<file path="config.mk">
export PLATFORM = sky130hd
export DESIGN_NAME = fetch_controller
export DESIGN_NICKNAME = d
export VERILOG_FILES = /design/src/rtl/rv_pkg.sv /design/src/rtl/fetch_queue.sv /design/src/rtl/fetch_controller.sv
export SDC_FILE = /design/constraint.sdc
export NUM_CORES = 1
export LEC_CHECK = 0
export ABC_AREA = 1
export CAP_MARGIN = 40
export CORE_MARGIN = 2
export CORE_UTILIZATION = 57
export CTS_BUF_LIST = sky130_fd_sc_hd__clkbuf_8
export DETAILED_ROUTE_END_ITERATION = 8
export PLACE_DENSITY_LB_ADDON = 0.2
export SLEW_MARGIN = 40
export SYNTH_ARGS = -nofsm -noshare
export SYNTH_HDL_FRONTEND = slang
export SYNTH_SLANG_ARGS = --single-unit
</file>
<file path="constraint.sdc">
create_clock -name clk -period 10.9 [get_ports clk]
set_clock_uncertainty 0.05 [all_clocks]
set_input_delay 2.18 -clock clk [delete_from_list [all_inputs] [get_ports clk]]
set_output_delay 2.18 -clock clk [all_outputs]
set_load 0.02 [all_outputs]
</file>
<file path="src/rtl/rv_pkg.sv">
// rv_pkg
//   Shared definitions for the RISC-V IF stage: datapath width, the canonical
//   NOP encoding, the default reset vector and the prefetch entry layout.
//   No ports; imported by fetch_queue and fetch_controller.
package rv_pkg;

    localparam int          XLEN         = 32;
    localparam logic [31:0] NOP_INSTR    = 32'h0000_0013;  // addi x0, x0, 0
    localparam logic [31:0] RESET_VECTOR = 32'h0000_0000;

    // One prefetched instruction together with the address it came from.
    typedef struct packed {
        logic [XLEN-1:0] pc;
        logic [XLEN-1:0] instr;
    } fetch_entry_t;

    // Instructions are word aligned; the two low address bits are dropped.
    function automatic logic [XLEN-1:0] word_align(input logic [XLEN-1:0] addr);
        return {addr[XLEN-1:2], 2'b00};
    endfunction

endpackage

</file>
<file path="src/rtl/fetch_queue.sv">
// fetch_queue
//   Small synchronous FIFO of fetch_entry_t used as the IF-stage prefetch
//   buffer.
//   Ports:
//     clk, reset   clock, asynchronous active-high reset
//     push, wdata  write wdata at the tail (accepted when not full, or when a
//                  pop frees the slot in the same cycle)
//     pop          drop the head entry (ignored when empty)
//     flush        discard every entry; overrides push and pop
//     rdata        head entry (meaningful only when !empty)
//     full, empty  occupancy flags
//     count        current occupancy, 0..QDEPTH
module fetch_queue
    import rv_pkg::*;
#(
    parameter  int QDEPTH = 2,
    localparam int PTR_W  = $clog2(QDEPTH),
    localparam int CNT_W  = $clog2(QDEPTH + 1)
) (
    input  logic               clk,
    input  logic               reset,
    input  logic               push,
    input  logic               pop,
    input  logic               flush,
    input  fetch_entry_t       wdata,
    output fetch_entry_t       rdata,
    output logic               full,
    output logic               empty,
    output logic [CNT_W-1:0]   count
);

    fetch_entry_t     mem_q [QDEPTH];
    fetch_entry_t     mem_d [QDEPTH];
    logic [PTR_W-1:0] wr_ptr_q, wr_ptr_d;
    logic [PTR_W-1:0] rd_ptr_q, rd_ptr_d;
    logic [CNT_W-1:0] count_q, count_d;
    logic             do_push, do_pop;

    assign full  = (count_q == CNT_W'(QDEPTH));
    assign empty = (count_q == '0);
    assign count = count_q;
    assign rdata = mem_q[rd_ptr_q];

    always_comb begin
        do_pop  = pop & ~empty;
        // When full, the slot being written is the head being popped this
        // cycle; the head is read combinationally before the edge, so reuse
        // of the slot is safe.
        do_push = push & (~full | do_pop);

        mem_d    = mem_q;
        wr_ptr_d = wr_ptr_q;
        rd_ptr_d = rd_ptr_q;
        count_d  = count_q;

        if (flush) begin
            wr_ptr_d = '0;
            rd_ptr_d = '0;
            count_d  = '0;
        end else begin
            if (do_push) begin
                mem_d[wr_ptr_q] = wdata;
                // QDEPTH is a power of two, so pointer overflow is the wrap.
                wr_ptr_d = wr_ptr_q + PTR_W'(1);
            end
            if (do_pop) begin
                rd_ptr_d = rd_ptr_q + PTR_W'(1);
            end
            case ({do_push, do_pop})
                2'b10:   count_d = count_q + CNT_W'(1);
                2'b01:   count_d = count_q - CNT_W'(1);
                default: count_d = count_q;
            endcase
        end
    end

    always_ff @(posedge clk or posedge reset) begin
        if (reset) begin
            for (int i = 0; i < QDEPTH; i++) begin
                mem_q[i] <= '0;
            end
            wr_ptr_q <= '0;
            rd_ptr_q <= '0;
            count_q  <= '0;
        end else begin
            mem_q    <= mem_d;
            wr_ptr_q <= wr_ptr_d;
            rd_ptr_q <= rd_ptr_d;
            count_q  <= count_d;
        end
    end

endmodule

</file>
<file path="src/rtl/fetch_controller.sv">
// fetch_controller
//   IF-stage fetch sequencer in front of a combinational instruction ROM.
//   Owns the PC, drives the ROM address, buffers {pc, instr} pairs in a
//   prefetch queue and hands them to decode with a valid/ready handshake.
//   Ports:
//     clk, reset          clock, asynchronous active-high reset
//     en                  fetch enable; low freezes the PC and stops pushes
//     redirect_valid/pc   taken branch/jump from EX; flushes and reloads PC
//     imem_addr           ROM address (the PC register)
//     imem_instr          ROM data for imem_addr
//     id_valid/ready      handshake towards decode
//     id_instr, id_pc     head entry (NOP / 0 when id_valid is low)
//     q_count             prefetch queue occupancy
module fetch_controller
    import rv_pkg::*;
#(
    parameter  logic [31:0] RESET_PC = RESET_VECTOR,
    parameter  int          QDEPTH   = 2,
    localparam int          CNT_W    = $clog2(QDEPTH + 1)
) (
    input  logic              clk,
    input  logic              reset,
    input  logic              en,
    input  logic              redirect_valid,
    input  logic [31:0]       redirect_pc,
    output logic [31:0]       imem_addr,
    input  logic [31:0]       imem_instr,
    output logic              id_valid,
    input  logic              id_ready,
    output logic [31:0]       id_instr,
    output logic [31:0]       id_pc,
    output logic [CNT_W-1:0]  q_count
);

    logic [31:0]  pc_q, pc_d;
    logic         pop, push;
    logic         q_full, q_empty;
    fetch_entry_t head, new_entry;

    fetch_queue #(
        .QDEPTH (QDEPTH)
    ) u_queue (
        .clk    (clk),
        .reset  (reset),
        .push   (push),
        .pop    (pop),
        .flush  (redirect_valid),
        .wdata  (new_entry),
        .rdata  (head),
        .full   (q_full),
        .empty  (q_empty),
        .count  (q_count)
    );

    assign imem_addr = pc_q;

    // Head outputs come only from queue storage; the ROM data never reaches
    // decode without first being registered in the queue.
    always_comb begin
        id_valid = ~q_empty;
        id_instr = NOP_INSTR;
        id_pc    = '0;
        if (!q_empty) begin
            id_instr = head.instr;
            id_pc    = head.pc;
        end
    end

    always_comb begin
        pop       = id_valid & id_ready;
        // A pop frees a slot for a same-cycle push even when full.
        push      = en & ~redirect_valid & (~q_full | pop);
        new_entry = '{pc: pc_q, instr: imem_instr};

        pc_d = pc_q;
        if (redirect_valid) begin
            pc_d = word_align(redirect_pc);
        end else if (push) begin
            pc_d = pc_q + 32'd4;  // wraps naturally at 2^32
        end
    end

    always_ff @(posedge clk or posedge reset) begin
        if (reset) begin
            pc_q <= RESET_PC;
        end else begin
            pc_q <= pc_d;
        end
    end

endmodule
</file>
==> flow_metrics.tcl <==
set metrics [dict create \
    status "completed" \
    routed_wl_um 19400 \
    hold_buffers 0 \
    syn_inst 1047 \
    power_leakage_nw 4.65 \
    drt_pass1_iterations 5 \
    ys_types 33 \
    synth_area_leaders "dfrtp_1 (50%), nand2_1 (19%), o21ai_1 (6.6%)" \
    fp.dieH_um 122 \
    vias_per_cell 5.27 \
    end_kind "primary output" \
    drive_above_1_share_pct 5.04 \
    synth_area_sq_um 7930 \
    synth_edf_count 0 \
    synth_top_area_share_pct 49.9 \
    fin_ws_ns 6.07 \
    antenna_found_initial 0 \
    clockBufferDepth 2 \
    hold_viol 0 \
    cts_tree "done" \
    fin_util_pct 72.4 \
    yosysMostFrequentCell "nand2_1" \
    setup.worst_path.class "reg2out" \
    setup.worst_path.start "u_queue.count[0]$_DFFE_PP0P_" \
    min_from "u_queue.mem_q[10]$_DFFE_PP0P_" \
    grt_pass1_vias 6454 \
    coreArea_sq_um 13700 \
    grt_start_max_net_pins 121 \
    timing.setup.tns_ns 0 \
    rsz0062_at_grt "false" \
    worst_pin_slew_ns 0.731 \
    ctsRootBufferMaster "clkbuf_8" \
    rr_worst_depth 8 \
    setup_viol 0 \
    drc_errors 0 \
    dpl_worst_slack_ns 6.00 \
    period_share_pct 44.3 \
    path_max_fanout 61 \
    drtIter0Drc 685 \
    post-cts-setup-buffers 0 \
    synth-seq-area-share_pct 49.9 \
    avgSynthCellArea_sq_um 7.57 \
    min_period_ns 4.83 \
    pin_count 168 \
    grt.total_usage_pct 27.2 \
    cts-buffers-inserted 17 \
    grt-ovfl-total 0 \
    num_antenna_cells 0 \
    grt_pass1_wl_um 31600 \
    clock.fmax_mhz 207 \
    dr_total_vias 7225 \
    initial_core_util_pct 57.8 \
    route.detailed.wl_per_inst_um 14.1 \
    insertion_delay_ns 0.45 \
    max_cap_violations 0 \
    total_power_mw 2.16 \
    relSlewSlack_pct 51.3 \
    r2r_slack_ns 8.61 \
    ys_warn_count 0 \
    hold_path_depth 2 \
    min_path_type "reg2reg" \
    fin_nets 1248 \
    port_buffers 161 \
    arrival_ns 2.60 \
    rows 43 \
    dieArea_sq_um 14900 \
    synth_top_area_cell "dfrtp_1" \
    synthTopCellsByCount "nand2_1 (408), dfrtp_1 (158), o21ai_1 (105), inv_1 (97), a21oi_1 (63)" \
    path_clk_slew_ns 0.08 \
    worstPathRequired_ns 8.67 \
    slew_viol_final 0 \
    cts_sinks 158 \
    r2r_start "u_queue.count[0]$_DFFE_PP0P_" \
    r2r-end "u_queue.mem_q[17]$_DFFE_PP0P_" \
    antenna_left 0 \
    ir_drop_v 0.000120 \
    place.gp.congestion 0.903 \
    power.density_nw_per_um2 217 \
    ys_dominant_reg_cell "dfrtp_1" \
    dp_hpwl_um 12400 \
    cp-start-kind "flip-flop" \
    ys_ff_latch 158 \
    async_flop_share_pct 100 \
    min_delay_worst_endpoint "u_queue.mem_q[10]$_DFFE_PP0P_" \
    cts_max_level 4 \
    post_cts_resized 0 \
    die_w_um 122 \
    area_growth_pct 25.3 \
]
[placed cells by master (no fill, tap or decap), drive strengths merged]
cell / synthesis / final
a21boi: 1 / 1
a21oi: 63 / 63
a31oi: 1 / 1
buf: 30 / 5
bufinv: 0 / 4
clkbuf: 28 / 19
clkdlybuf4s50: 0 / 161
clkinv: 0 / 4
clkinvlp: 0 / 2
conb: 1 / 4
dfrtp: 158 / 158
ha: 1 / 1
inv: 101 / 105
nand2: 414 / 414
nand3: 26 / 26
nand3b: 1 / 1
nor2: 50 / 50
o211ai: 3 / 3
o21ai: 151 / 151
o21bai: 4 / 4
o221ai: 3 / 3
o311ai: 1 / 1
xnor2: 1 / 1
xor2: 9 / 9
[critical path, cell delays in order, from the launching register on]
cell,delay (ns)
dfrtp_1,0.47
nor2_4,0.12
buf_4,0.57
inv_1,0.21
nand3_1,0.14
clkdlybuf4s50_1,0.61
[flip-flops by register name, summed over array words and instances, names as in the netlist]
signal / cells
imem_addr: 30
u_queue.count: 2
u_queue.mem_q: 124
u_queue.rd_ptr_q: 1
u_queue.wr_ptr_q: 1
[cells by family (layout without fill, tap and decap cells)]
kind of cell | after synthesis | after routing | share of synthesized area [%]
AOI/OAI and AO/OA | 227 | 227 | 15.0
buffers and inverters | 159 | 300 | 9.17
adders and majority gates | 1 | 1 | 0.158
xor gates and xnor gates | 10 | 10 | 1.10
other | 1 | 4 | 0.0473
DFF | 158 | 158 | 49.9
and+or+nand+nor | 491 | 491 | 24.6
[metal layers]
layer | routed length [um] | part of all wire (%) | track usage [%] | up-vias
li1 | - | - | - | 3552
met2 | 8970 | 46 | 42.1 | 268
met5 | 0 | 0 | 0 | -
met4 | 424 | 2.2 | 9.99 | 0
met1 | 8470 | 44 | 38.1 | 3374
met3 | 1500 | 7.7 | 5.62 | 31
[stage by stage]
| stage | cells | area, sq um | hold WS [ns] |
|---|---|---|---|
| 2_1_floorplan | 1050 | 7940 | 0.403 |
| 3_3_place_gp | 1339 | 9490 | 0.415 |
| 3_5_place_dp | 1339 | 9500 | 0.420 |
| 4_1_cts | 1371 | 9920 | 0.438 |
| 5_1_grt | 1371 | 9930 | 0.457 |
| 6_report | 1371 | 9930 | 0.436 |
[area by class of cell]
type	count	area, sq um
multi-input combinational	733	3270
inverter	101	392
timing repair buffer	167	1670
sequential	158	3960
tap	180	225
fill	1121	3790
clock buffer	18	248
clock inverter	14	178
[power by group]
part	internal, mW	switching (mW)	total, mW	leakage (nW)
clock	0.252	0.211	0.462	0.224
sequential	0.768	0.116	0.884	1.96
combinational	0.331	0.480	0.811	2.47
total	1.35	0.807	2.16	4.65
[worst max-delay path by stage]
stage                                    end  depth (start not counted)  slack, ns
3_5_place_dp   u_queue.mem_q[47]$_DFFE_PP0P_                          9       6.00
5_1_grt                          id_instr[4]                          5       5.90
2_1_floorplan      imem_addr[10]$_DFFE_PP0P_                          1       4.41
3_3_place_gp    u_queue.mem_q[8]$_DFFE_PP0P_                          8       6.05
4_1_cts                          id_instr[4]                          5       6.05
6_report                         id_instr[4]                          5       6.07
(Power assumes the default switching activity.)
